[config.mk]
export PLATFORM = sky130hd
export DESIGN_NAME = sram_bridge_32to16_flat
export DESIGN_NICKNAME = d
export VERILOG_FILES = /design/src/rtl/sram_bridge_32to16_if.sv /design/src/rtl/sram_bridge_32to16.sv /design/src/flat_wrapper.sv
export SDC_FILE = /design/constraint.sdc
export NUM_CORES = 1
export LEC_CHECK = 0
export CAP_MARGIN = 20
export CORE_ASPECT_RATIO = 1.75
export CORE_UTILIZATION = 40
export DETAILED_ROUTE_END_ITERATION = 10
export HOLD_SLACK_MARGIN = 0.1
export PLACE_DENSITY = 0.85
export SYNTH_ARGS = -nofsm -noshare
export SYNTH_HDL_FRONTEND = slang
export SYNTH_SLANG_ARGS = --single-unit
[constraint.sdc]
create_clock -name clk -period 1.45 [get_ports clk]
set_input_delay 0.2175 -clock clk [delete_from_list [all_inputs] [get_ports clk]]
set_output_delay 0.2175 -clock clk [all_outputs]
set_load 0.005 [all_outputs]
[src/rtl/sram_bridge_32to16_if.sv]
// LSU-side word port of the 32-to-16 SRAM bridge; the core drives the master
// modport, and the bridge answers on the slave modport with ack/stall/rdata.
`timescale 1ns/1ps
interface sram_bridge_32to16_if;
   logic        i_rd;
   logic        i_wr;
   logic [31:0] i_addr;
   logic [31:0] i_wdata;
   logic [3:0]  i_bmask;
   logic [31:0] o_rdata;
   logic        o_ack;
   logic        o_stall;

   modport master (
      output i_rd, i_wr, i_addr, i_wdata, i_bmask,
      input  o_rdata, o_ack, o_stall
   );

   modport slave (
      input  i_rd, i_wr, i_addr, i_wdata, i_bmask,
      output o_rdata, o_ack, o_stall
   );
endinterface

[src/rtl/sram_bridge_32to16.sv]
// Splits 32-bit LSU accesses into two 16-bit SRAM cycles, with ack 4 cycles after the request and stall held meanwhile.
// Defining SRAM_HALF_SKIP_EN skips write halves whose byte mask is empty.
`timescale 1ns/1ps
module sram_bridge_32to16 #(
   parameter int          ADDR_W    = 18,
   parameter logic [31:0] RDATA_RST = 32'h0
) (
   input  logic              clk,
   input  logic              reset,
   sram_bridge_32to16_if.slave lsu,
   output logic [ADDR_W-1:0] SRAM_ADDR,
   output logic [15:0]       SRAM_D,
   input  logic [15:0]       SRAM_Q,
   output logic              SRAM_CE_N,
   output logic              SRAM_WE_N,
   output logic              SRAM_OE_N,
   output logic              SRAM_LB_N,
   output logic              SRAM_UB_N
);

   typedef enum logic [1:0] {S_IDLE, S_LO, S_HI, S_DONE} state_t;

   state_t            r_state;
   state_t            w_next;
   logic [ADDR_W-2:0] r_addr;
   logic [31:0]       r_wdata;
   logic [3:0]        r_bmask;
   logic              r_we;
   logic [15:0]       r_rlo;
   logic [31:0]       r_rdata;

   logic w_req;
   logic w_in_lo;
   logic w_in_hi;
   logic w_r_hi;
   logic w_ack;
   logic w_stall;
   logic w_hi_sel;
   logic [1:0] w_mask;
   logic w_unused_addr;

   assign w_req         = lsu.i_rd | lsu.i_wr;
   assign w_unused_addr = ^{lsu.i_addr[31:ADDR_W+1], lsu.i_addr[1:0]};

`ifdef SRAM_HALF_SKIP_EN
   // Reads always run both halves; only empty write halves are dropped.
   assign w_in_lo = ~lsu.i_wr | (|lsu.i_bmask[1:0]);
   assign w_in_hi = ~lsu.i_wr | (|lsu.i_bmask[3:2]);
   assign w_r_hi  = ~r_we | (|r_bmask[3:2]);
`else
   assign w_in_lo = 1'b1;
   assign w_in_hi = 1'b1;
   assign w_r_hi  = 1'b1;
`endif

   always_ff @(posedge clk or negedge reset) begin
      if (!reset) begin
         r_state <= S_IDLE;
         r_addr  <= '0;
         r_wdata <= '0;
         r_bmask <= '0;
         r_we    <= 1'b0;
         r_rlo   <= '0;
         r_rdata <= RDATA_RST;
      end else begin
         r_state <= w_next;
         if (r_state == S_IDLE && w_req) begin
            r_addr  <= lsu.i_addr[ADDR_W:2];
            r_wdata <= lsu.i_wdata;
            r_bmask <= lsu.i_bmask;
            r_we    <= lsu.i_wr;
         end
         // Low half is parked so o_rdata only changes when the whole word is in.
         if (r_state == S_LO && !r_we)
            r_rlo <= SRAM_Q;
         if (r_state == S_HI && !r_we)
            r_rdata <= {SRAM_Q, r_rlo};
      end
   end

   assign w_hi_sel = (r_state == S_HI);
   assign w_mask   = w_hi_sel ? r_bmask[3:2] : r_bmask[1:0];

   always_comb begin
      w_next    = r_state;
      w_ack     = 1'b0;
      w_stall   = 1'b0;
      SRAM_ADDR = '0;
      SRAM_D    = '0;
      SRAM_CE_N = 1'b1;
      SRAM_WE_N = 1'b1;
      SRAM_OE_N = 1'b1;
      SRAM_LB_N = 1'b1;
      SRAM_UB_N = 1'b1;
      case (r_state)
         S_IDLE: begin
            w_stall = w_req & reset;
            if (w_req)
               w_next = w_in_lo ? S_LO : (w_in_hi ? S_HI : S_DONE);
         end
         S_LO, S_HI: begin
            w_stall   = 1'b1;
            w_next    = (r_state == S_HI || !w_r_hi) ? S_DONE : S_HI;
            SRAM_ADDR = {r_addr, w_hi_sel};
            SRAM_CE_N = 1'b0;
            if (r_we) begin
               SRAM_WE_N = 1'b0;
               SRAM_D    = w_hi_sel ? r_wdata[31:16] : r_wdata[15:0];
               SRAM_LB_N = ~w_mask[0];
               SRAM_UB_N = ~w_mask[1];
            end else begin
               SRAM_OE_N = 1'b0;
               SRAM_LB_N = 1'b0;
               SRAM_UB_N = 1'b0;
            end
         end
         S_DONE: begin
            w_ack  = 1'b1;
            w_next = S_IDLE;
         end
         default: w_next = S_IDLE;
      endcase
   end

   assign lsu.o_rdata = r_rdata;
   assign lsu.o_ack   = w_ack;
   assign lsu.o_stall = w_stall;

endmodule

[src/flat_wrapper.sv]
// flat-port wrapper written by rule: the top's interface ports become plain ports
module sram_bridge_32to16_flat 
#(
   parameter int          ADDR_W    = 18,
   parameter logic [31:0] RDATA_RST = 32'h0
)
  (clk, reset, SRAM_ADDR, SRAM_D, SRAM_Q, SRAM_CE_N, SRAM_WE_N, SRAM_OE_N, SRAM_LB_N, SRAM_UB_N, lsu_i_rd, lsu_i_wr, lsu_i_addr, lsu_i_wdata, lsu_i_bmask, lsu_o_rdata, lsu_o_ack, lsu_o_stall);
  sram_bridge_32to16_if lsu_i ();
  input  logic clk;
  input  logic reset;
  output logic [ADDR_W-1:0] SRAM_ADDR;
  output logic [15:0] SRAM_D;
  input  logic [15:0] SRAM_Q;
  output logic SRAM_CE_N;
  output logic SRAM_WE_N;
  output logic SRAM_OE_N;
  output logic SRAM_LB_N;
  output logic SRAM_UB_N;
  input wire logic [$bits(lsu_i.i_rd)-1:0] lsu_i_rd;
  input wire logic [$bits(lsu_i.i_wr)-1:0] lsu_i_wr;
  input wire logic [$bits(lsu_i.i_addr)-1:0] lsu_i_addr;
  input wire logic [$bits(lsu_i.i_wdata)-1:0] lsu_i_wdata;
  input wire logic [$bits(lsu_i.i_bmask)-1:0] lsu_i_bmask;
  output wire logic [$bits(lsu_i.o_rdata)-1:0] lsu_o_rdata;
  output wire logic [$bits(lsu_i.o_ack)-1:0] lsu_o_ack;
  output wire logic [$bits(lsu_i.o_stall)-1:0] lsu_o_stall;
  assign lsu_i.i_rd = lsu_i_rd;
  assign lsu_i.i_wr = lsu_i_wr;
  assign lsu_i.i_addr = lsu_i_addr;
  assign lsu_i.i_wdata = lsu_i_wdata;
  assign lsu_i.i_bmask = lsu_i_bmask;
  assign lsu_o_rdata = lsu_i.o_rdata;
  assign lsu_o_ack = lsu_i.o_ack;
  assign lsu_o_stall = lsu_i.o_stall;
  sram_bridge_32to16 #(.ADDR_W(ADDR_W), .RDATA_RST(RDATA_RST)) u_core (.clk(clk), .reset(reset), .lsu(lsu_i), .SRAM_ADDR(SRAM_ADDR), .SRAM_D(SRAM_D), .SRAM_Q(SRAM_Q), .SRAM_CE_N(SRAM_CE_N), .SRAM_WE_N(SRAM_WE_N), .SRAM_OE_N(SRAM_OE_N), .SRAM_LB_N(SRAM_LB_N), .SRAM_UB_N(SRAM_UB_N));
endmodule
==> impl_metrics.yaml <==
outcome:
  run_status: "finished with violations"
  failed_checks: "negative setup slack"
worst_setup_path:
  timing.critical_path.mode_cell: "buf_6"
  worst_r2r_path_depth: 8
  critPathArrivalTime_ps: 1780
  crit_family: "buffers and inverters"
  crit_path_max_incr_delay_ps: 420
  worst_path_max_delay_cell: "dfrtp_2"
  path_depth: 7
  worst_setup_path_startpoint: "u_core.r_state[1]$_DFFE_PN0P_"
  critical_path.endpoint_type: "output port"
  criticalPathCategory: "reg2out"
  end_of_the_worst_register_to_register_path: "u_core.r_wdata[14]$_DFFE_PN0P_"
  startpoint_type: "register"
  reg2reg_slack_ps: -210
  worst_ep_required_time_ps: 1230
  worst-path-max-fanout: 7
  timing.rr.start: "u_core.r_state[1]$_DFFE_PN0P_"
  path_cells: "buf_6 > buf_6 > ha_4 > buf_16 > mux2i_2 > nor2_2 > buf_2"
  critical_path_buf_inv_count: 4
route:
  wire_per_inst_um: 20.24
  drtAntennaViolNets: 0
  routed_wirelength_mm: 12.98
  drt_drc_violations_left: 0
  detailedRoute.firstPassIterationCount: 4
  detail_route.vias_per_cell: 5.066
  dr.first_iter.drc_count: 111
  total_number_of_vias: 3247
clock_tree:
  ctsHtreeMaxLevel: 3
  clock_latency_of_the_later_clocked_register_in_the_worst_skew_pair_ps: 330
  clk_root_buffer_cell: "clkbuf_16"
  tritoncts: "built"
  cts_inserted_buffers: 9
  cts-root-to-sink-buffers: 2
  cts.sink_count: 104
  worst_setup_hold_path_clk_slew_ps: 70
die:
  die_height_um: 140.9
  placement_rows: 50
  design.portCount: 161
  initial_core_util_pct: 41.22
  die_area_um2: 11460
  fp.dieW_um: 81.37
  core_um2: 10700
sta:
  timing.final.ws_setup_ps: -546.0
  setup_viol_count_final: 142
  worst_slew_pin_slew_ps: 548.7
  final.setup_skew_ps: 7.147
  grt_setup_unrepaired: "true"
  timing_hold_violations_final: 0
  final.min_clock_period_ps: 1996
  final.period_utilization_pct: 137.7
  slew_headroom_pct: 63.42
  hold_slack_ps: 488.3
  max_freq_mhz: 501.0
  timing_max_transition_violations_final: 0
cells_and_area:
  instances_no_fill: 641
  postLayoutCellArea_um2: 7714
  most-common-layout-cells: "103 x dfrtp_1, 93 x mux2_4, 84 x clkdlybuf4s50_1, 27 x buf_6, 24 x buf_2"
  layout.cells.most_common: "dfrtp_1"
  finalNetCount: 600
  post-route-util_pct: 72.11
  layout-area-overhead-vs-synth_pct: 74.94
  fillers: 678
  layout-drive-gt1-share_pct: 50.49
  multi_input_area_um2: 2207
  final-seq-area_um2: 2604
  antenna_cells_inserted: 0
placed_design:
  io_buffers: 145
  post-place-cells: 575
  dp_hpwl_mm: 6.983
  globalplace.congestion: 0.7748
  placedInstanceArea_um2: 6188
power:
  vdd_ir_drop_max_v: 0.001471
  fin_total_pwr_mw: 19.81
  intPower_mw: 13.62
  power.switching_fraction_pct: 31.25
  clkPwrFrac_pct: 11.8
  static_leakage_nw: 3.826
  part_of_the_total_power_dissipated_in_sequential_elements_pct: 27.2
  power.density_cell_area_nw_per_um2: 2569
  total_switching_power_mw: 6.191
  comb_power_share_pct: 61.0
global_routing:
  antenna_found_initial: 0
  first_global_vias: 3571
  grt_overflow_total: 0
  grtUsageTotal_pct: 23.37
  global_route_wire_length_before_repair_mm: 19.68
  grt_start_max_net_pins: 105
logic_synthesis:
  syn-mean-instance-area_um2: 14.85
  portion_of_the_post_synthesis_area_used_by_sequential_elements_pct: 59.02
  synthCells: 297
  yosys_register_bits: 104
  synth_nets: 391
  yosysWarningCount: 0
  yosysUniqueCellTypes: 21
  mappedNetlistArea_um2: 4409
hold_path:
  min_path_type: "in2reg"
  timing.hold.worst.start: "lsu_i_wdata[1]"
  hold_crit_endpoint: "u_core.r_wdata[1]$_DFFE_PN0P_"
  hold_path_depth: 2
run:
  max-cap-violations: 0
state kept, by name (all words and copies together), names as in the netlist:
register,cells
u_core.lsu.o_rdata,32
u_core.r_addr,17
u_core.r_bmask,4
u_core.r_rlo,16
u_core.r_state,2
u_core.r_wdata,32
u_core.r_we,1
cells by family (layout without fill, tap and decap cells):
group	count (synthesis)	after routing	share of synthesized area (%)
and+or+nand+nor	40	40	4.569
DFF	104	104	59.02
muxes	121	121	30.39
buffers and inverters	20	234	3.235
AOI/OAI and AO/OA	6	6	1.078
adders and majority gates	6	6	1.703
power by group through the flow:
stage	logic (mW)	clock network, mW	registers, mW
floorplan	4.08	0	5.07
global placement	7.67	0	5.13
detailed placement	7.89	0	5.25
CTS	11.9	2.38	5.30
global route	12.7	2.49	5.53
finish	12.1	2.33	5.39
area by class of cell:
cell class	instances	area share, %
clock inverter	7	0.8110
tap	130	2.109
sequential	104	33.76
inverter	4	0.2271
clock buffer	9	2.920
multi-input combinational	173	28.61
timing repair buffer	214	31.57
worst max-delay path by stage:
stage          slack, ps                      endpoint
2_1_floorplan        -20  u_core.r_rlo[10]$_DFFE_PN0P_
3_3_place_gp        -420                     SRAM_D[9]
3_5_place_dp        -520                     SRAM_D[2]
4_1_cts             -530                    SRAM_D[13]
5_1_grt             -590                     SRAM_D[7]
6_report            -550                     SRAM_D[7]
per-stage QoR:
stage / worst slack, ps / TNS, ps
after floorplan: -19.08 / -266.3
after global placement: -416.8 / -32350
after detailed placement: -520.2 / -37150
after CTS: -526.3 / -34940
after global routing: -593.5 / -37880
final: -546.0 / -30950
Yosys cell counts:
cell type  number  area (um2)
buf_6           7       78.83
nand2_1         3       11.26
a22o_1          1       8.760
nand2b_1        1       6.260
clkbuf_1        3       11.26
nor2_1         17       63.81
mux2_2         95        1070
nor2b_1         1       6.260
ha_1            6       75.07
a21oi_1         1       5.000
o211ai_1        1       7.510
o21ai_4         1       16.27
o21ai_0         2       10.01
buf_2           3       15.01
inv_1           4       15.01
and2_1         17       106.4
buf_4           3       22.52
dfrtp_1       104        2603
nor3b_1         1       7.510
mux2i_1        18       180.2
mux2_1          8       90.09
worst reg2reg max path, cell delays in order, from the launching register on:
cell	delay (ps)
dfrtp_2	420
inv_2	100
ha_4	150
buf_6	100
o21ai_4	80
buf_12	150
buf_12	130
buf_16	130
mux2_4	300
layer usage:
metal / vias to the layer above / part of all wire, % / track usage, %
met5: - / 0 / 0
met3: 30 / 3.8 / 4.013
met2: 120 / 55 / 41.62
met1: 1646 / 38 / 27.02
met4: 0 / 3.3 / 8.929
li1: 1451 / - / -
what timing repair did:
item	CTS	global route
resized for setup	312	37
setup buffers	26	14
pin swaps	9	7
endpoints found under the setup margin	145	168
cloned	16	0
hold buffers	1	0
endpoints found under the hold margin	104	0
Power figures use the tool's default switching activity.
